**config.mk**
```make
export PLATFORM = sky130hd
export DESIGN_NAME = if_fetch_stage
export DESIGN_NICKNAME = d
export VERILOG_FILES = /design/src/rtl/if_fetch_stage.sv
export SDC_FILE = /design/constraint.sdc
export NUM_CORES = 1
export LEC_CHECK = 0
export BUFFER_PORTS_ARGS = -buffer_cell sky130_fd_sc_hd__buf_2
export CAP_MARGIN = 5
export CORE_MARGIN = 2
export CORE_UTILIZATION = 27
export DETAILED_ROUTE_END_ITERATION = 16
export PLACE_DENSITY = 0.6
export SYNTH_ARGS = -nofsm -noshare
export SYNTH_HDL_FRONTEND = slang
export SYNTH_SLANG_ARGS = --single-unit
```
**constraint.sdc**
```tcl
create_clock -name clk -period 6.1 [get_ports clk]
set_clock_uncertainty 0.1 [all_clocks]
set_input_delay 1.22 -clock clk [delete_from_list [all_inputs] [get_ports clk]]
set_output_delay 1.22 -clock clk [all_outputs]
set_load 0.01 [all_outputs]
```
**src/rtl/if_fetch_stage.sv**
```systemverilog
// Fetch stage of the 5-stage MIPS pipeline: owns the fetch PC, selects the
// next PC (sequential, branch/jump, ERET, exception entry), holds a branch
// redirect that arrives while stalled, and flags AdEL on bad fetch addresses.
module if_fetch_stage #(
  parameter logic [31:0] PC_RESET = 32'h0000_3000,
  parameter logic [31:0] HANDLER  = 32'h0000_4180,
  parameter logic [31:0] TEXT_LO  = 32'h0000_3000,
  parameter logic [31:0] TEXT_HI  = 32'h0000_6FFC
) (
  input  logic        clk,
  input  logic        reset,
  input  logic        en,
  input  logic        req,
  input  logic        eret,
  input  logic [31:0] epc,
  input  logic        npc_sel,
  input  logic [31:0] npc_target,
  input  logic        d_is_jump,
  output logic [31:0] i_inst_addr,
  input  logic [31:0] i_inst_rdata,
  output logic [31:0] pc_out,
  output logic [31:0] instr_out,
  output logic        bd_out,
  output logic [4:0]  exc_out,
  output logic        redirect_pending
);

  localparam logic [4:0] EXC_ADEL = 5'd4;

  logic [31:0] pc;
  logic        pend_valid;
  logic [31:0] pend_target;
  logic        addr_err;

  // Fetch address legality: word aligned and inside the text segment.
  always_comb begin
    addr_err = (pc[1:0] != 2'b00) || (pc < TEXT_LO) || (pc > TEXT_HI);
  end

  assign i_inst_addr      = pc;
  assign pc_out           = pc;
  assign exc_out          = addr_err ? EXC_ADEL : 5'd0;
  assign instr_out        = addr_err ? 32'h0 : i_inst_rdata;
  assign bd_out           = d_is_jump;
  assign redirect_pending = pend_valid;

  // Next-PC selection; a flush beats everything, and a stall parks any
  // branch redirect so it is not lost while F is frozen.
  always_ff @(posedge clk or negedge reset) begin
    if (!reset) begin
      pc          <= PC_RESET;
      pend_valid  <= 1'b0;
      pend_target <= 32'h0;
    end else if (req) begin
      pc         <= HANDLER;
      pend_valid <= 1'b0;
    end else if (!en) begin
      if (npc_sel) begin
        pend_valid  <= 1'b1;
        pend_target <= npc_target;
      end
    end else if (eret) begin
      pc         <= epc;
      pend_valid <= 1'b0;
    end else if (npc_sel) begin
      pc         <= npc_target;
      pend_valid <= 1'b0;
    end else if (pend_valid) begin
      pc         <= pend_target;
      pend_valid <= 1'b0;
    end else begin
      pc <= pc + 32'd4;
    end
  end

endmodule

```
======== After elaboration in Yosys (flattened, before gate mapping) ========
Cells that the tools add are included.
word-level totals
  register bits after elaboration ......... 65
  input bits .............................. 103
  output and inout bits ................... 103
operators by class
  add/sub/neg operators ................... 1
  $lt $le $gt $ge ......................... 2
  multiplexer cells ....................... 10
  bitwise logic cells ..................... 2
  reductions and logical operators ........ 6
operators by type and width
  kind                     number
  $mux W32                 6
  $add A32 B3 Y32 const B  1
  $gt A32 B15 Y1 const B   1
  $lt A32 B14 Y1 const B   1
  $reduce_bool A2 Y1       2
  $mux W1                  3
  $mux W3                  1
  $reduce_and A3 Y1        1
  $reduce_bool A3 Y1       1
  $logic_or A1 B1 Y1       2
  $not A1 Y1               2

======== Longest topological paths before layout ========
  word-level depth ........................ 6
  gate-level depth with buffers ........... 7

======== Worst setup path after synthesis ========
OpenSTA, ideal clock, no wires.
  path type ............................... reg2out
  start ................................... register pc[13] (netlist: i_inst_addr[13])
  end ..................................... output instr_out[22]
  data arrival time ....................... 1.598 ns
  path slack .............................. 3.182 ns
  cell stages (with the launch flop) ...... 6
  buffers on the path ..................... 1
  cell sequence ........................... dfstp_2 nand2_1 xor2_1 nor3_1 clkbuf_1 and2_1
on the way
  cells in the longest elaborated chain, start to end .. 4
  elaborated cells on any way between the ends .. 5
RTL lines
  element                 RTL line  text
  start, declared         30        logic [31:0] pc;
  start signal, assigned  63        pc <= epc;
  start signal, assigned  66        pc <= npc_target;
  start signal, assigned  69        pc <= pend_target;
  $lt A32 B14 Y1          37        addr_err = (pc[1:0] != 2'b00) || (pc < TEXT_LO) || (pc > TEXT_HI);
  $logic_or A1 B1 Y1      37
  $logic_or A1 B1 Y1 (*)  37
  $mux W32 (*)            43        assign instr_out = addr_err ? 32'h0 : i_inst_rdata;
  end, declared           22        output logic [31:0] instr_out,
Every way passes the cells marked *; elsewhere a longest branch is shown, timed or not.

======== Final worst setup path ========
  start ................................... input npc_sel
  end ..................................... register pend_target[3]
on the way
  cells in the longest elaborated chain, start to end .. 1
RTL lines
  element                             RTL line  text
  start, declared                     16        input logic npc_sel,
  $reduce_and A3 Y1 (no source line)  -
  end signal, assigned                60        pend_target <= npc_target;
  end, declared                       32        logic [31:0] pend_target;
No other way between the ends.
A chain may end at the register's enable or synchronous reset.

==> qor.yml <==
crit_family: "buffers and inverters"
place_congestion: 0.806
drt_pass1_iterations: 5
cts_tree: "built"
cts_resized: 0
dpl.hpwl_um: 11900
worst_pin_slew_ns: 1.21
wirelength_um: 16100
nFillCells: 1742
p_leak_nw: 2.72
cts_made_buffers: 9
p_per_area_nw_per_um2: 240
pwr-share-seq_pct: 39.4
antenna_found_initial: 1
fmax_ghz: 0.280
die_w_um: 134
syn_avg_cell_area_um2: 8.92
grt_use_met2_pct: 29.6
setup_viol: 0
via_per_inst: 5.12
critPathMaxStageDelay_ns: 0.71
arrival_ns: 3.69
peakVddDrop_v: 0.000157
grt_max_degree: 66
yosysWarnings: 0
slew_viol_final: 0
async_reset_ff_share_pct: 100
slowest_stage: "clkinv_1"
register_area_um2: 1630
power_frac_comb_pct: 19.1
required_ns: 6.21
cts_buffer_depth: 2
drt_iter0_drc: 179
crit_path_start_kind: "input pin"
yosysTopAreaCell: "dfrtp_1"
finalCritPeriodShare_pct: 58.6
root_buffer: "clkbuf_16"
synth_flop_cell: "dfrtp_1"
gr-usage-met1_pct: 22.6
syn_inst: 508
hp-class: "reg2reg"
track_usage_pct: 17.8
cp_max_fo: 27
syn-cell-area_um2: 4530
num_rows: 47
p_int_w: 0.000993
cts_setup_buffers: 0
end_kind: "flip-flop"
multiInputGateArea_um2: 2450
clkTransAtPathRegs_ns: 0.06
max_slew_margin_pct: 19.2
crit_chain: "buf_2 -> clkinv_1 -> nor2_2 -> buf_4 -> mux2_2"
period_minus_slack_ns: 3.58
drive_gt1_share_pct: 40.2
path_buf_inv: 3
core_area_um2: 16500
initial_core_util_pct: 27.4
area_growth_pct: 27.3
die-area_um2: 17800
grt.overflow.total: 0
ys_seq_area_share_pct: 35.9
num_io_pins: 206
cts_hold_buf: 0
rsz0062_at_grt: "false"
cts.htree.levels: 3
grt_pass1_vias: 4323
yosys-top-cells-area: "dfrtp_1 35%, buf_4 6.5%, mux2_2 6.5%"
synth_edf_count: 0
fin_hold_ws_ns: 0.396
maxCapViolCount: 0
io_buffers: 199
grt_use_met3_pct: 3.77
finalSetupTns_ns: 0
antenna_cells: 0
p_clk_share_pct: 41.5
grt_pass1_wl_um: 24400
wire_per_inst_um: 18.3
num_vias: 4500
clk-insertion-delay-late_ns: 0.33
fin_util_pct: 34.9
p_sw_w: 0.000394
top_usage_layer: "met2"
ys_seq_elements: 65
p_sw_share_pct: 28.4
nets: 758
critPathKind: "in2reg"
synth.top_cell.area_share_pct: 34.8
ant_nets: 0
drc: 0
clock_sinks: 65
status: "finished, final reports clean"
synthDistinctLibCells: 66
hold_viol: 0
die_h_um: 134
==> state kept, by name, indices dropped and copies added, names as in the netlist <==
name	cells
i_inst_addr	32
pend_target	32
redirect_pending	1
==> Yosys cell counts (6+ instances only) <==
master    number
a21oi_1       20
dfrtp_1       63
a31oi_1       14
nand3_1       11
mux2_2        26
and2_1        35
nor2b_1        8
xor2_1         7
nand4_1        8
clkbuf_1      23
mux2_1         6
a211oi_1       6
buf_4         39
nand2_1       32
o221ai_1      10
a221oi_1       6
o22ai_1       11
o21ai_0       17
nor3_1        12
nor2_1        33
nor4_1         8
buf_2          6
xnor2_1        6
inv_1         11
mux2i_1        7
==> routing by layer <==
| metal | up-vias | wire (um) |
|---|---|---|
| met5 | - | 10 |
| met4 | 2 | 581 |
| met3 | 29 | 1170 |
| met2 | 212 | 7480 |
| met1 | 2146 | 6830 |
| li1 | 2111 | - |
==> layout make-up <==
type / count / share of cell area, %
Clock inverter: 5 / 1.34
Clock buffer: 11 / 4.38
Timing Repair Buffer: 205 / 18.0
Tap cell: 220 / 4.77
Inverter: 12 / 0.781
Sequential cell: 65 / 28.2
Multi-Input combinational cell: 361 / 42.5
==> through the flow <==
| stage | total power (W) | instance area (um^2) | worst slack, ns | cells |
|---|---|---|---|---|
| after floorplan | 0.000714 | 4540 | 3.18 | 511 |
| after global placement | 0.000816 | 5440 | 2.27 | 863 |
| after detailed placement | 0.000821 | 5440 | 2.19 | 863 |
| after CTS | 0.00139 | 5770 | 2.54 | 879 |
| after global routing | 0.00145 | 5770 | 2.39 | 879 |
| final | 0.00139 | 5770 | 2.52 | 879 |
==> final timing paths <==
| kind | from | endpoint | slack, ns | cells after the start |
|---|---|---|---|---|
| min in group asynchronous | reset | i_inst_addr[4] | 0.99 | 2 |
| hold reg to reg | pend_target[9] | pend_target[9] | 0.40 | 1 |
| max in group asynchronous | reset | pend_target[3] | 4.34 | 2 |
| setup reg to reg | redirect_pending | i_inst_addr[16] | 3.44 | 4 |
| hold / removal | pend_target[9] | pend_target[9] | 0.40 | 1 |
| setup / recovery | npc_sel | pend_target[3] | 2.52 | 5 |
==> cell families after synthesis <==
group                    Yosys count  share of synthesized area (%)
AND/OR/NAND/NOR                  181                           22.2
XOR/XNOR                          13                           2.51
flip-flops                        65                           35.9
other                              1                         0.0827
adder cells (fa/ha/maj)            1                          0.276
AO/OA/AOI/OAI                    123                           19.1
multiplexers                      39                           9.49
buffers and inverters             85                           10.4
==> placed cells by master (no fill, tap or decap), drive strengths merged, types with 5 or more instances in the layout <==
cell	count
nor2	34
nand2	32
a21oi	20
and3	6
dfrtp	63
nor4	9
nand3	11
mux2i	7
o21ai	19
nand4	9
mux2	32
nor2b	8
xor2	7
a221o	5
nor3b	5
a221oi	6
a31oi	14
clkbuf	11
o22ai	11
a211oi	6
inv	11
o221ai	10
xnor2	6
buf	205
nor3	12
and4	5
and2	37
==> power by group through the flow <==
stage	registers [W]	logic [W]	clock network [W]
after floorplan	0.000540	0.000174	0
after global placement	0.000552	0.000263	0
after detailed placement	0.000554	0.000267	0
after CTS	0.000546	0.000268	0.000578
after global routing	0.000556	0.000293	0.000600
final	0.000546	0.000266	0.000575
No activity file was read; power rests on OpenSTA's default activity.
